$ cat src/rtl/rx_command_sequencer_if.sv
// rtl/rx_command_sequencer_if.sv - byte handshake between UART receive wrapper and command sequencer
interface rx_command_sequencer_if;
  logic       DataAvailable;
  logic [7:0] CurrentData;
  logic       ClearData;

  modport master (output DataAvailable, output CurrentData, input ClearData);
  modport slave  (input DataAvailable, input CurrentData, output ClearData);
endinterface

$ cat src/rtl/rx_command_sequencer.sv
// rtl/rx_command_sequencer.sv - receive packet parser driving config registers, arm and trigger
// Optional ACK/NAK transmit path is enabled by defining ACK_RESPONSE_EN.
module rx_command_sequencer #(
  parameter int         REG_COUNT      = 8,
  parameter int         TIMEOUT_CYCLES = 1000000,
  parameter logic [7:0] SOF_BYTE       = 8'hA5
) (
  input  logic                   Clock,
  input  logic                   Reset_n,
  rx_command_sequencer_if.slave  rx,
  input  logic                   AcqDone,
  output logic [8*REG_COUNT-1:0] RegFile,
  output logic                   RegWriteStrobe,
  output logic [3:0]             RegWriteAddr,
  output logic                   Arm,
  output logic                   SoftTrigger,
  output logic [7:0]             ErrorCount,
  output logic                   TxStart,
  output logic [7:0]             TxData,
  input  logic                   TxBusy
);

  localparam int TW = (TIMEOUT_CYCLES > 1) ? $clog2(TIMEOUT_CYCLES) : 1;
  localparam logic [TW-1:0] TMO_LAST = TW'(TIMEOUT_CYCLES - 1);

  typedef enum logic [2:0] {IDLE, GET_ADDR, GET_HI, GET_LO, COMMIT} state_t;

  state_t          state_q, state_d;
  logic [3:0]      addr_q, addr_d;
  logic [3:0]      hi_q, hi_d;
  logic [3:0]      lo_q, lo_d;
  logic [TW-1:0]   tmo_q, tmo_d;
  logic            clr_q, clr_dly_q;
  logic            strobe_q, trig_q, arm_q;
  logic [3:0]      waddr_q;
  logic [7:0]      err_cnt_q;
  logic [7:0]      regs_q [REG_COUNT];

  logic            sample, tmo_hit;
  logic [7:0]      b;
  logic            err_ev, ack_ev, arm_set, trig, wipe, commit;

  // ClearData cycle and the one after it are blind so a byte is never taken twice
  assign sample  = rx.DataAvailable && !clr_q && !clr_dly_q;
  assign b       = rx.CurrentData;
  assign tmo_hit = (state_q != IDLE) && (state_q != COMMIT) && !sample && (tmo_q == TMO_LAST);

  always_comb begin
    state_d = state_q;
    addr_d  = addr_q;
    hi_d    = hi_q;
    lo_d    = lo_q;
    err_ev  = 1'b0;
    ack_ev  = 1'b0;
    arm_set = 1'b0;
    trig    = 1'b0;
    wipe    = 1'b0;
    commit  = 1'b0;
    if (tmo_hit) begin
      err_ev  = 1'b1;
      state_d = IDLE;
    end else begin
      case (state_q)
        IDLE: if (sample) begin
          if (b == SOF_BYTE) begin
            state_d = GET_ADDR;
          end else if (b == 8'hC1) begin
            arm_set = 1'b1;
            ack_ev  = 1'b1;
          end else if (b == 8'hC2) begin
            trig   = 1'b1;
            ack_ev = 1'b1;
          end else if (b == 8'hC3) begin
            wipe   = 1'b1;
            ack_ev = 1'b1;
          end else begin
            err_ev = 1'b1;
          end
        end
        GET_ADDR: if (sample) begin
          if (b[7:4] == 4'h4 && {1'b0, b[3:0]} < 5'(REG_COUNT)) begin
            addr_d  = b[3:0];
            state_d = GET_HI;
          end else if (b == SOF_BYTE) begin
            err_ev = 1'b1;
          end else begin
            err_ev  = 1'b1;
            state_d = IDLE;
          end
        end
        GET_HI, GET_LO: if (sample) begin
          if (b[7:4] == 4'h8) begin
            if (state_q == GET_HI) begin
              hi_d    = b[3:0];
              state_d = GET_LO;
            end else begin
              lo_d    = b[3:0];
              state_d = COMMIT;
            end
          end else begin
            err_ev  = 1'b1;
            state_d = (b == SOF_BYTE) ? GET_ADDR : IDLE;
          end
        end
        COMMIT: begin
          commit  = 1'b1;
          ack_ev  = 1'b1;
          state_d = IDLE;
        end
        default: state_d = IDLE;
      endcase
    end
    tmo_d = (sample || state_q == IDLE || tmo_hit) ? '0 : tmo_q + TW'(1);
  end

  always_ff @(posedge Clock or negedge Reset_n) begin
    if (!Reset_n) begin
      state_q   <= IDLE;
      addr_q    <= '0;
      hi_q      <= '0;
      lo_q      <= '0;
      tmo_q     <= '0;
      clr_q     <= 1'b0;
      clr_dly_q <= 1'b0;
      strobe_q  <= 1'b0;
      trig_q    <= 1'b0;
      arm_q     <= 1'b0;
      waddr_q   <= '0;
      err_cnt_q <= '0;
      for (int i = 0; i < REG_COUNT; i++) regs_q[i] <= '0;
    end else begin
      state_q   <= state_d;
      addr_q    <= addr_d;
      hi_q      <= hi_d;
      lo_q      <= lo_d;
      tmo_q     <= tmo_d;
      clr_q     <= sample;
      clr_dly_q <= clr_q;
      strobe_q  <= commit;
      trig_q    <= trig;
      if (commit) waddr_q <= addr_q;
      // a 0xC1 executing in the same cycle as AcqDone leaves the core armed
      if (arm_set)              arm_q <= 1'b1;
      else if (wipe || AcqDone) arm_q <= 1'b0;
      if (err_ev && err_cnt_q != 8'hFF) err_cnt_q <= err_cnt_q + 8'd1;
      for (int i = 0; i < REG_COUNT; i++) begin
        if (wipe)                             regs_q[i] <= '0;
        else if (commit && addr_q == 4'(i))   regs_q[i] <= {hi_q, lo_q};
      end
    end
  end

  for (genvar g = 0; g < REG_COUNT; g++) begin : g_regfile
    assign RegFile[8*g +: 8] = regs_q[g];
  end

  assign rx.ClearData    = clr_q;
  assign RegWriteStrobe  = strobe_q;
  assign RegWriteAddr    = waddr_q;
  assign Arm             = arm_q;
  assign SoftTrigger     = trig_q;
  assign ErrorCount      = err_cnt_q;

`ifdef ACK_RESPONSE_EN
  logic       pend_q;
  logic [7:0] pend_byte_q;
  logic       tx_start_q;
  logic [7:0] tx_data_q;

  // single pending slot; a fresh response replaces one the transmitter has not taken
  always_ff @(posedge Clock or negedge Reset_n) begin
    if (!Reset_n) begin
      pend_q      <= 1'b0;
      pend_byte_q <= '0;
      tx_start_q  <= 1'b0;
      tx_data_q   <= '0;
    end else begin
      tx_start_q <= 1'b0;
      if (pend_q && !TxBusy) begin
        tx_start_q <= 1'b1;
        tx_data_q  <= pend_byte_q;
        pend_q     <= 1'b0;
      end
      if (ack_ev) begin
        pend_q      <= 1'b1;
        pend_byte_q <= 8'h06;
      end else if (err_ev) begin
        pend_q      <= 1'b1;
        pend_byte_q <= 8'h15;
      end
    end
  end

  assign TxStart = tx_start_q;
  assign TxData  = tx_data_q;
`else
  logic unused_ok;
  assign unused_ok = ^{TxBusy, ack_ev};
  assign TxStart   = 1'b0;
  assign TxData    = 8'h00;
`endif

endmodule

$ cat src/flat_wrapper.sv
// flat-port wrapper written by rule: the top's interface ports become plain ports
module rx_command_sequencer_flat 
#(
  parameter int         REG_COUNT      = 8,
  parameter int         TIMEOUT_CYCLES = 1000000,
  parameter logic [7:0] SOF_BYTE       = 8'hA5
)
  (Clock, Reset_n, AcqDone, RegFile, RegWriteStrobe, RegWriteAddr, Arm, SoftTrigger, ErrorCount, TxStart, TxData, TxBusy, rx_DataAvailable, rx_CurrentData, rx_ClearData);
  rx_command_sequencer_if rx_i ();
  input  logic Clock;
  input  logic Reset_n;
  input  logic AcqDone;
  output logic [8*REG_COUNT-1:0] RegFile;
  output logic RegWriteStrobe;
  output logic [3:0] RegWriteAddr;
  output logic Arm;
  output logic SoftTrigger;
  output logic [7:0] ErrorCount;
  output logic TxStart;
  output logic [7:0] TxData;
  input  logic TxBusy;
  input wire logic [$bits(rx_i.DataAvailable)-1:0] rx_DataAvailable;
  input wire logic [$bits(rx_i.CurrentData)-1:0] rx_CurrentData;
  output wire logic [$bits(rx_i.ClearData)-1:0] rx_ClearData;
  assign rx_i.DataAvailable = rx_DataAvailable;
  assign rx_i.CurrentData = rx_CurrentData;
  assign rx_ClearData = rx_i.ClearData;
  rx_command_sequencer #(.REG_COUNT(REG_COUNT), .TIMEOUT_CYCLES(TIMEOUT_CYCLES), .SOF_BYTE(SOF_BYTE)) u_core (.Clock(Clock), .Reset_n(Reset_n), .rx(rx_i), .AcqDone(AcqDone), .RegFile(RegFile), .RegWriteStrobe(RegWriteStrobe), .RegWriteAddr(RegWriteAddr), .Arm(Arm), .SoftTrigger(SoftTrigger), .ErrorCount(ErrorCount), .TxStart(TxStart), .TxData(TxData), .TxBusy(TxBusy));
endmodule
$ cat config.mk
export PLATFORM = sky130hd
export DESIGN_NAME = rx_command_sequencer_flat
export DESIGN_NICKNAME = d
export VERILOG_FILES = /design/src/rtl/rx_command_sequencer_if.sv /design/src/rtl/rx_command_sequencer.sv /design/src/flat_wrapper.sv
export SDC_FILE = /design/constraint.sdc
export NUM_CORES = 1
export LEC_CHECK = 0
export ABC_AREA = 1
export BUFFER_PORTS_ARGS = -buffer_cell sky130_fd_sc_hd__clkbuf_2
export CORE_ASPECT_RATIO = 0.5
export CORE_MARGIN = 3
export CORE_UTILIZATION = 30
export DETAILED_ROUTE_END_ITERATION = 6
export GPL_TIMING_DRIVEN = 0
export SETUP_SLACK_MARGIN = 0.3
export SYNTH_ARGS = -nofsm -noshare
export SYNTH_HDL_FRONTEND = slang
export SYNTH_SLANG_ARGS = --single-unit
$ cat constraint.sdc
create_clock -name Clock -period 1.97 [get_ports Clock]
set_input_delay 0.394 -clock Clock [delete_from_list [all_inputs] [get_ports Clock]]
set_output_delay 0.394 -clock Clock [all_outputs]
set_load 0.005 [all_outputs]
Word level (Yosys, flattened, before mapping)
Cells that the tools add are included.
- output and inout bits: 89
- register bits: 116
- word-level logic and storage cells: 149
- input port bits: 13
- equality and inequality tests: 25
- bitwise logic cells: 2
- reduce and logical (&&, ||, !) cells: 38
- $lt $le $gt $ge: 1
- mux-type cells: 61
- $add $sub $neg: 2
- operators by type and width (operator ; count):
    2-to-1 mux 8 bit ; 16
    2-to-1 mux 1 bit ; 33
    == test 8 bit, second input constant ; 4
    2-to-1 mux 3 bit ; 9
    adder 20 x 1 -> 20 bit, second input constant ; 1
    == test 20 bit, second input constant ; 1
    == test 4 x 3 -> 1 bit, second input constant ; 5
    2-to-1 mux 20 bit ; 1
    nonzero test 2 bit ; 9
    logical AND 1 bit ; 15
    AND reduction 5 bit ; 3
    != test 3 x 1 -> 1 bit, second input constant ; 4
    case mux 3 bit (3 select lines) ; 1
    adder 8 x 1 -> 8 bit, second input constant ; 1
    == test 4 x 2 -> 1 bit, second input constant ; 2
    != test 8 bit, second input constant ; 1
    == test 3 x 2 -> 1 bit, second input constant ; 2
    == test 4 x 1 -> 1 bit, second input constant ; 1
    == test 4 bit, second input constant ; 1
    zero test 4 bit ; 1
    < comparator 4 bit, second input constant ; 1
    != test 4 x 3 -> 1 bit, second input constant ; 1
    AND reduction 4 bit ; 1
    == test 3 x 1 -> 1 bit, second input constant ; 1
    other kinds (9) ; 14

Logic depth before layout (Yosys ltp)
Gate-level depths: netlist of run 1.
- depth after elaboration: 11
- gate-level depth with buffers: 12
- depth with buffers taken out: 12

Least setup slack after synthesis of run 1
OpenSTA, ideal clock, no wires.
- path kind: register to register
- start point: register u_core.tmo_q[0]
- end point: register u_core.tmo_q[15]
- setup slack: 0.344 ns
- required time: 1.852 ns
- setup time: 0.118 ns
- buffers on the path: 1
- stages on the path, launching flop included: 10
- clock period less this slack: 1.626 ns
- arrival time: 1.508 ns
- cells stage by stage: dfrtp_1 > ha_1 > nand3_1 > inv_1 > nand2_1 > nor3_1 > nand2_1 > nand3_2 > buf_4 > nor2_1
- cells in the longest elaborated chain, start to end: 4
- elaborated cells on any way between the ends: 5
- classes of those cells: add/sub (1); eq/ne (1); mux (1); reduce/logical (2)
- ends and longest elaborated chain (item ; line ; RTL):
    start: declaration ; rx_command_sequencer.sv:32 ; logic [TW-1:0] tmo_q, tmo_d;
    start signal: assignment ; rx_command_sequencer.sv:136 ; tmo_q <= tmo_d;
    branches (longest 3 deep; another with adder 20 x 1 -> 20 bit) ; -- ;
    2-to-1 mux 20 bit * ; rx_command_sequencer.sv:113 ; tmo_d = (sample || state_q == IDLE || tmo_hit) ? '0 : tmo_q + TW'(1);
    net u_core.tmo_d[15] ; rx_command_sequencer.sv:32 ;
Mark *: on every way through the listed nets, which the timed path passes.
A chain may end at the register's enable or synchronous reset.

Worst setup path in the final report of run 1
- start point: register u_core.tmo_q[12]
- end point: register u_core.err_cnt_q[6] (netlist: u_core.ErrorCount[6])
- cells in the longest elaborated chain, start to end: 4
- ends and longest elaborated chain (item ; line ; RTL):
    == test 20 bit ; rx_command_sequencer.sv:46 ; assign tmo_hit = (state_q != IDLE) && (state_q != COMMIT) && !sample && (tmo_q == TMO_LAST);
    logical AND 1 bit ; rx_command_sequencer.sv:46 ;
    2-to-1 mux 1 bit ; rx_command_sequencer.sv:59 ; if (tmo_hit) begin
    logical AND 1 bit ; rx_command_sequencer.sv:145 ; if (err_ev && err_cnt_q != 8'hFF) err_cnt_q <= err_cnt_q + 8'd1;
    end signal: assignment ; rx_command_sequencer.sv:145 ;
    end: declaration ; rx_command_sequencer.sv:36 ; logic [7:0] err_cnt_q;
Every way passes these cells.

==> impl_metrics.toml, run 1 <==
[run_status]
outcome = "finished, final reports clean"

[finish]
area_delta_synth_final_pct = 41.71
final_common_cell = "nand2_1"
final_cell_mix = "128 x nand2_1, 111 x dfrtp_1, 92 x clkbuf_2"
nets = 795
layout-drive-gt1-share = 0.3518
antennaDiodeCount = 0
postLayoutCellArea_sq_um = 7546
final_core_util = 0.4468

[clock_network]
worstSkewPairLatency_ns = 0.41
root_buffer = "clkbuf_16"
clock_path_buffers = 2
numCtsBuffers = 17
clk_pin_slew_ns = 0.06
cts.sinks = 116
htreeDepth = 4
cts_tree = "built"

[run]
max_cap_viol_count = 0

[critical_path]
crit_type = "reg2reg"
r2r_start = "u_core.tmo_q[12]$_DFF_PN0_"
startpoint = "u_core.tmo_q[12]$_DFF_PN0_"
start_kind = "register"
end_kind = "register"
r2r_slack_ns = 0.30
worst-endpoint-required_ns = 2.27
crit_fanout = 6
critPathCapture = "u_core.ErrorCount[6]$_DFFE_PN0P_"
worstPathArrival_ns = 1.97
timing.rr.end = "u_core.ErrorCount[6]$_DFFE_PN0P_"
ff2ff_path_depth = 9

[drt]
wl_met1_microns = 7053
wl_per_cell_microns = 14.56
routed-via-count = 4765
highest_layer = "met4"
ant_nets = 0
drt-total-wl_microns = 14850
dr.first_iter.drc_count = 276
vias_per_cell = 4.672
wl_met3_microns = 692
remaining_drc_errors = 0
dr_wl_met2_microns = 7026
dr.pass1.iters = 4

[sta]
worst_pin_slew_ns = 0.5864
period_needed_ns = 1.674
drv_slew = 0
setup_viol_count_final = 0
setup_tns_ns = 0
whs_ns = 0.2454
layout_setup_ws_ns = 0.2965
hold_viol = 0
timing.final.crit_share = 0.8495
fmax_ghz = 0.5975
rsz0062_at_grt = "true"
max_slew_margin = 0.6091
fin_skew_ns = 0.01421

[global_routing]
grt_pass1_vias = 4459
grt_pass1_wl_microns = 23030
grt_max_degree = 112
antenna_found_initial = 0
overflow = 0
grt_util_all_layers = 0.1474

[floorplan]
dieArea_sq_um = 19480
pin_count = 102
core_sq_um = 16890
num_rows = 33
fp.dieH_microns = 100.2
initial_utilization = 0.3153
die_w_microns = 194.4

[pwr]
p_leak_nw = 3.749
power_density_nw_per_um2 = 951.5
ir_drop_mv = 0.5594

[logic_synthesis]
synthesis.area_sq_um = 5325
synthDistinctLibCells = 41
avgSynthCellArea_sq_um = 8.744
ys_seq_elements = 116
synth_warnings = 0
synth-seq-area-share = 0.5451
synth_cells = 609

[min_path]
min_path_type = "in2reg"

[place]
placed_cell_area_sq_um = 6131
port_buffers = 91
dp_slack_ns = -0.04930
gp_congestion = 0.8328
hpwl_microns = 9528
[critical path, cell delays in order, from the launching register on]
cell and delay [ns]:
dfrtp_1 0.43, nor2_1 0.19, nand3_2 0.13, nor2_1 0.14, nand4_1 0.23, nand2_4 0.18, buf_12 0.12, nand2_1 0.04
nand2_1 0.06, nand2_1 0.04
[metal layers]
layer | track usage | up-vias
met1 | 0.1994 | 2327
met5 | 0 | -
li1 | - | 2320
met2 | 0.2349 | 111
met3 | 0.04292 | 7
met4 | 0.03804 | 0
[repair_timing]
item                                   CTS  global route
setup buffers                           16            31
gates cloned                             2             2
pin swaps                                5            17
endpoints found under the hold margin    5             0
setup endpoints to repair              101           101
resized for setup                       33           100
hold buffers                             1             0
[worst min path at each step]
stage / start / end / cells after the start
floorplan: Reset_n / u_core.Arm$_DFFE_PN0P_ / 0
global route: AcqDone / u_core.Arm$_DFFE_PN0P_ / 3
detailed placement: Reset_n / u_core.ErrorCount[3]$_DFFE_PN0P_ / 1
global placement: u_core.rx.ClearData$_DFF_PN0_ / u_core.clr_dly_q$_DFF_PN0_ / 0
finish: AcqDone / u_core.Arm$_DFFE_PN0P_ / 3
CTS: AcqDone / u_core.Arm$_DFFE_PN0P_ / 3
[cell usage after synthesis]
library cell / instances / share of area
a21boi_0: 1 / 0.0014
a21oi_1: 4 / 0.0038
a21oi_2: 4 / 0.0066
a21oi_4: 1 / 0.0031
a31oi_1: 1 / 0.0012
and2_1: 1 / 0.0012
buf_12: 1 / 0.0038
buf_2: 5 / 0.0047
buf_4: 10 / 0.014
buf_6: 1 / 0.0021
clkbuf_1: 4 / 0.0028
conb_1: 1 / 0.00070
dfrtp_1: 116 / 0.55
ha_1: 2 / 0.0047
inv_1: 49 / 0.035
inv_2: 14 / 0.0099
inv_4: 1 / 0.0012
nand2_1: 136 / 0.096
nand2_2: 5 / 0.0059
nand2_4: 2 / 0.0042
nand3_1: 48 / 0.045
nand3_2: 1 / 0.0019
nand3b_1: 2 / 0.0028
nand4_1: 14 / 0.016
nand4_4: 1 / 0.0040
nor2_1: 63 / 0.044
nor2_2: 2 / 0.0023
nor2_4: 1 / 0.0021
nor3_1: 16 / 0.015
nor3_2: 2 / 0.0038
nor3_4: 1 / 0.0031
nor3b_1: 4 / 0.0056
nor4_1: 1 / 0.0012
o2111ai_1: 1 / 0.0016
o211ai_1: 1 / 0.0014
o21a_1: 1 / 0.0014
o21ai_0: 69 / 0.065
o21ai_2: 8 / 0.013
o2bb2ai_1: 1 / 0.0016
xnor2_1: 2 / 0.0033
xor2_1: 11 / 0.018
[registers in the layout, summed over array words and instances, names as in the netlist]
name,cells
u_core.Arm,1
u_core.ErrorCount,8
u_core.RegFile,64
u_core.RegWriteAddr,4
u_core.RegWriteStrobe,1
u_core.SoftTrigger,1
u_core.addr_q,4
u_core.clr_dly_q,1
u_core.hi_q,4
u_core.lo_q,4
u_core.rx.ClearData,1
u_core.state_q,3
u_core.tmo_q,20
[per-stage QoR]
step                power [mW]  std cells
global placement         3.514        935
detailed placement       3.542        936
floorplan                3.203        617
global route             7.495       1020
finish                   7.180       1020
CTS                      6.984        987
[final cells by class]
class / count / area, sq um
clock buffers: 17 / 425.4
fillers: 1568 / 9341
repair buffers: 142 / 959.7
flip-flops and latches: 116 / 2909
clock inverters: 15 / 195.2
multi-input cells: 418 / 2322
inverters: 64 / 255.2
plain buffers: 21 / 195.2
well taps: 227 / 284.0
[cells by family after synthesis]
kind of cell | Yosys count | share of synthesized area
and+or+nand+nor | 300 | 0.2549
xor gates and xnor gates | 13 | 0.02138
AOI/OAI and AO/OA | 92 | 0.1001
other | 1 | 0.0007042
buffers and inverters | 85 | 0.07307
adders and majority gates | 2 | 0.004698
DFF | 116 | 0.5451
[power breakdown]
group,switching [mW],total [mW],internal (mW)
clock,1.22,3.24,2.03
sequential,0.151,2.70,2.54
combinational,0.659,1.24,0.581
Power figures use the tool's default switching activity.
==> run 2, diff against run 1 <==
- clock period: 1.97 -> 1.6 ns (I/O delays scaled with it)
==> run 2 against run 1 <==
The run now ends with negative setup slack left. Worst setup slack worse by 0.36 ns. Design area is 12% higher. Sequential share of layout area is 4.2 points lower. Worst hold slack worse by 0.079 ns. Routed wire length is 12% higher. Largest power group unchanged.
==> impl_metrics.toml, run 2 (synthesis gave the netlist of run 1 again) <==
[run_status]
outcome = "finished, violations left"
violations = "negative setup slack"

[global_routing]
overflow = 0
grt_max_degree = 90
met1_usage = 0.2158
met2_usage = 0.2833
top_usage_layer = "met2"
grt_pass1_vias = 4993
grt_pass1_wl_microns = 25960
antenna_found_initial = 0
grtUsageMet3 = 0.04393
grt_util_all_layers = 0.1675

[critical_path]
worst-endpoint-required_ns = 1.90
worstPathArrival_ns = 1.97
timing.rr.end = "u_core.ErrorCount[7]$_DFFE_PN0P_"
startpoint = "u_core.state_q[1]$_DFFE_PN0P_"
end_kind = "register"
start_kind = "register"
r2r_slack_ns = -0.06
crit_fanout = 7
r2r_start = "u_core.state_q[1]$_DFFE_PN0P_"
crit_type = "reg2reg"
ff2ff_path_depth = 12

[floorplan]
num_rows = 33
initial_utilization = 0.3153
pin_count = 102
die_w_microns = 194.4
core_sq_um = 16890
fp.dieH_microns = 100.2
dieArea_sq_um = 19480

[sta]
worst_pin_slew_ns = 0.5330
layout_setup_ws_ns = -0.06404
fmax_ghz = 0.6009
timing.final.crit_share = 1.040
hold_viol = 0
max_slew_margin = 0.6433
setup_tns_ns = -1.336
period_needed_ns = 1.664
rsz0062_at_grt = "true"
setup_viol_count_final = 47
fin_skew_ns = 0.01103
drv_slew = 0

[finish]
area_delta_synth_final_pct = 59.19
final_cell_mix = "110 x dfrtp_1, 93 x nand2_1, 85 x clkbuf_2"
layout-drive-gt1-share = 0.5164
nets = 829
antennaDiodeCount = 0
seqCellArea_sq_um = 2910
final.fill_count = 1496
largest_reg_flops = 64
multi_input_area_sq_um = 2805
final_common_cell = "dfrtp_1"

[drt]
ant_nets = 0
remaining_drc_errors = 0
wl_per_cell_microns = 15.78
drt-total-wl_microns = 16600
routed-via-count = 5079
vias_per_cell = 4.828
dr.pass1.iters = 4
dr.first_iter.drc_count = 270

[min_path]
min_from = "AcqDone"
worstHoldPathCells = 3
hold_path_end = "u_core.Arm$_DFFE_PN0P_"
min_path_type = "in2reg"

[pwr]
ir_drop_mv = 0.6249
power_density_nw_per_um2 = 1092
p_leak_nw = 4.128
totalPowerFinal_mw = 9.257
switching_power_mw = 2.552
switching_share = 0.2756
p_int_mw = 6.706
combPwrFrac = 0.210
clkPwrFrac = 0.433
power.share.sequential = 0.357

[clock_network]
root_buffer = "clkbuf_16"
clock_path_buffers = 2
htreeDepth = 4
cts_tree = "built"
clk_pin_slew_ns = 0.06
cts.sinks = 116
numCtsBuffers = 17
worstSkewPairLatency_ns = 0.41

[place]
hpwl_microns = 9934
dp_slack_ns = -0.4573
gp_congestion = 0.8438
port_buffers = 91

[run]
max_cap_viol_count = 0
run 2: cell types whose count changed in the layout (fill, tap and decap cells not counted), sizes merged:
cell and change:
buf +40, inv -12, clkinv +4, clkbuf -2, bufinv +1, clkinvlp +1
nand2 +1, nor3 -1
run 2: how the worst max path moves through the flow:
stage,to,slack (ns),cells past startpoint
global placement,u_core.ErrorCount[2]$_DFFE_PN0P_,-1.56,1
global route,u_core.ErrorCount[7]$_DFFE_PN0P_,-0.16,12
detailed placement,u_core.RegFile[11]$_DFFE_PN0P_,-0.46,10
floorplan,u_core.RegFile[29]$_DFFE_PN0P_,0.04,10
finish,u_core.ErrorCount[7]$_DFFE_PN0P_,-0.06,12
CTS,u_core.RegFile[11]$_DFFE_PN0P_,-0.05,10
run 2: routing by layer:
metal  vias up  part of all wire
met5         -                 0
met4         0             0.012
met3        27             0.048
met2       130              0.50
met1      2513              0.44
li1       2409                 -
run 2: critical path, stage by stage (launching register included):
cell,delay [ns]
dfrtp_1,0.41
buf_6,0.13
buf_6,0.12
nor3_4,0.21
nand2_2,0.10
nand3_2,0.08
nand2_2,0.06
inv_2,0.07
nand2_4,0.08
nand2_8,0.10
nand2_8,0.07
nand2_1,0.08
nand2_1,0.05
run 2: power groups by stage:
| stage | clock network, mW | logic [mW] | registers, mW |
|---|---|---|---|
| 3_3_place_gp | 0 | 1.04 | 3.36 |
| 6_report | 4.01 | 1.95 | 3.30 |
| 3_5_place_dp | 0 | 1.07 | 3.36 |
| 5_1_grt | 4.21 | 2.11 | 3.32 |
| 2_1_floorplan | 0 | 0.659 | 3.34 |
| 4_1_cts | 4.04 | 1.64 | 3.31 |
run 2: repair_timing:
| action | CTS | global route |
|---|---|---|
| setup buffers | 57 | 18 |
| endpoints found under the hold margin | 27 | 0 |
| gates resized for setup | 168 | 118 |
| gates cloned | 9 | 1 |
| hold buffers | 1 | 0 |
| pin swaps | 44 | 27 |
| setup endpoints to repair | 112 | 120 |
run 2: final cells by class:
class,instances,share of cell area
flip-flops and latches,116,0.3433
plain buffers,21,0.02716
clock inverters,9,0.01816
repair buffers,176,0.1569
clock buffers,21,0.05432
multi-input cells,418,0.3309
well taps,227,0.03351
inverters,64,0.03572
run 2: through the flow:
stage	std cells	hold WS (ns)	util	cell area, sq um
final	1052	0.1660	0.5020	8477
after global routing	1052	0.1755	0.5020	8477
after CTS	1033	0.1548	0.4714	7961
after detailed placement	936	0.2293	0.3706	6259
after global placement	935	0.4280	0.3685	6222
after floorplan	617	0.02441	-	5483
==> run 3, diff against run 2 <==
- GPL_TIMING_DRIVEN: 0 -> unset
==> run 3 against run 2 <==
The flow still finishes with violations (negative setup slack). Design area increased by 0.28%. Clock skew increased by 0.0015 ns. Sequential share of layout area decreased by 0.14 points. Total power increased by 3.2%. Sequential power about the same. Worst hold slack improved by 0.019 ns. Die area unchanged. Maximum frequency increased by 0.43%. Sequential cell count unchanged. Non-clock buffer count increased by 20. Global-route usage about the same. Combinational power increased by 11%. Critical endpoint is now u_core.RegFile[61]$_DFFE_PN0P_. Largest power group unchanged. Highest routed layer unchanged.
==> impl_metrics.toml, run 3 (synthesis gave the netlist of run 1 again) <==
[critical_path]
cp.buffers_inverters = 5
start_kind = "register"
worst-endpoint-required_ns = 1.89
slowest_delay_ns = 0.42
end_kind = "register"
crit_type = "reg2reg"
critPathTopFamily = "buffers and inverters"
worstPathArrival_ns = 1.94
crit_fanout = 16
cp_cell_sequence = "inv_2, nand2_4, inv_4, nand2_4, nor3_4, buf_12, buf_6, a21oi_4, buf_12, nand2_1, o21ai_0"
crit_slowest_cell = "dfrtp_1"

[floorplan]
fp.dieH_microns = 100.2
core_sq_um = 16890
initial_utilization = 0.3153
die_w_microns = 194.4
num_rows = 33
dieArea_sq_um = 19480
pin_count = 102

[pwr]
p_leak_nw = 4.200
ir_drop_mv = 0.6328
power_density_nw_per_um2 = 1124

[global_routing]
antenna_found_initial = 0
grt_pass1_vias = 5063
grt_util_all_layers = 0.1670
overflow = 0
grt_max_degree = 37
grt_pass1_wl_microns = 26020

[clock_network]
htreeDepth = 4
cts.sinks = 116
clock_path_buffers = 2
worstSkewPairLatency_ns = 0.42
numCtsBuffers = 17
clk_pin_slew_ns = 0.06
root_buffer = "clkbuf_16"
cts_tree = "built"

[sta]
period_needed_ns = 1.657
fmax_ghz = 0.6035
setup_viol_count_final = 17
timing.final.crit_share = 1.036
fin_skew_ns = 0.01258
drv_slew = 0
hold_viol = 0
whs_ns = 0.1849
layout_setup_ws_ns = -0.05694
rsz0062_at_grt = "true"

[drt]
drt-total-wl_microns = 16410
remaining_drc_errors = 0
ant_nets = 0
vias_per_cell = 4.661
dr.pass1.iters = 5
dr.first_iter.drc_count = 244
routed-via-count = 4997
wl_per_cell_microns = 15.31

[finish]
antennaDiodeCount = 0
postLayoutCellArea_sq_um = 8501
nets = 847
largest_reg_flops = 64
area_delta_synth_final_pct = 59.63
final_common_cell = "dfrtp_1"
layout-drive-gt1-share = 0.4734
stdcell_count = 1072
final_cell_mix = "113 x dfrtp_1, 99 x nand2_1, 84 x clkbuf_2"

[place]
dp_slack_ns = -0.2878
gp_congestion = 0.8842
placed_cell_area_sq_um = 6813
hpwl_microns = 10620
port_buffers = 91
dp_cells = 996

[run]
max_cap_viol_count = 0

[run_status]
violations = "negative setup slack"
outcome = "finished, violations left"

[min_path]
min_path_type = "in2reg"
[run 3: cell types whose count changed in the layout (fill, tap and decap cells not counted), moves of 4 or more]
cell,before,now
nand2_2,36,28
inv_6,1,6
nand2_4,11,15
buf_6,40,34
buf_8,5,1
buf_12,4,15
buf_4,54,80
o21ai_2,50,11
nand2_1,93,99
o21ai_1,21,61
nand2_8,5,1
[run 3: final cells by class]
cell class	count	area (sq um)
Clock inverter	14	201.4
Tap cell	227	284.0
Multi-Input combinational cell	416	2628
Fill cell	1486	8387
Sequential cell	116	2907
Clock buffer	18	429.2
Timing Repair Buffer	217	1762
Inverter	64	290.3
[run 3: stage by stage]
stage	total power [mW]	TNS (ns)	util
floorplan	4.003	0	-
global placement	4.702	-9.835	0.4034
detailed placement	4.733	-10.97	0.4034
CTS	9.134	0	0.4665
global route	9.975	-5.505	0.5034
finish	9.552	-0.3546	0.5034
[run 3: worst paths after layout]
path | start | endpoint | slack (ns) | cells past startpoint
max | u_core.state_q[1]$_DFFE_PN0P_ | u_core.RegFile[61]$_DFFE_PN0P_ | -0.06 | 11
min | AcqDone | u_core.Arm$_DFFE_PN0P_ | 0.18 | 3
max reg2reg | u_core.state_q[1]$_DFFE_PN0P_ | u_core.RegFile[61]$_DFFE_PN0P_ | -0.06 | 11
min reg2reg | u_core.RegFile[27]$_DFFE_PN0P_ | u_core.RegFile[27]$_DFFE_PN0P_ | 0.49 | 2
max in group asynchronous | Reset_n | u_core.ErrorCount[2]$_DFFE_PN0P_ | 0.67 | 3
min in group asynchronous | Reset_n | u_core.RegFile[59]$_DFFE_PN0P_ | 0.38 | 2
[run 3: routing by layer]
layer / global-route usage / routed length (microns) / vias up
met5: 0 / 0 / -
met3: 0.04930 / 829 / 25
li1: - / - / 2430
met1: 0.2189 / 7314 / 2419
met2: 0.2749 / 8039 / 123
met4: 0.04245 / 227 / 0
[run 3: what timing repair did]
action,CTS,global route
pin swaps,35,31
gates cloned,2,0
resized for setup,61,140
endpoints found under the setup margin,120,122
hold endpoints to repair,25,0
hold buffers,1,0
buffers inserted,23,18
[run 3: report_power, final]
part           internal, mW  switching, mW  total, mW
clock                  2.63           1.47       4.10
sequential             3.13          0.158       3.29
combinational          1.08           1.07       2.16
total                  6.85           2.70       9.55
[run 3: worst register-to-register path, delay by kind of cell (launching register included)]
family                 cells  cell delay, ns
AOI/OAI and AO/OA          2            0.11
and+or+nand+nor            4            0.38
DFF                        1            0.42
buffers and inverters      5            0.63
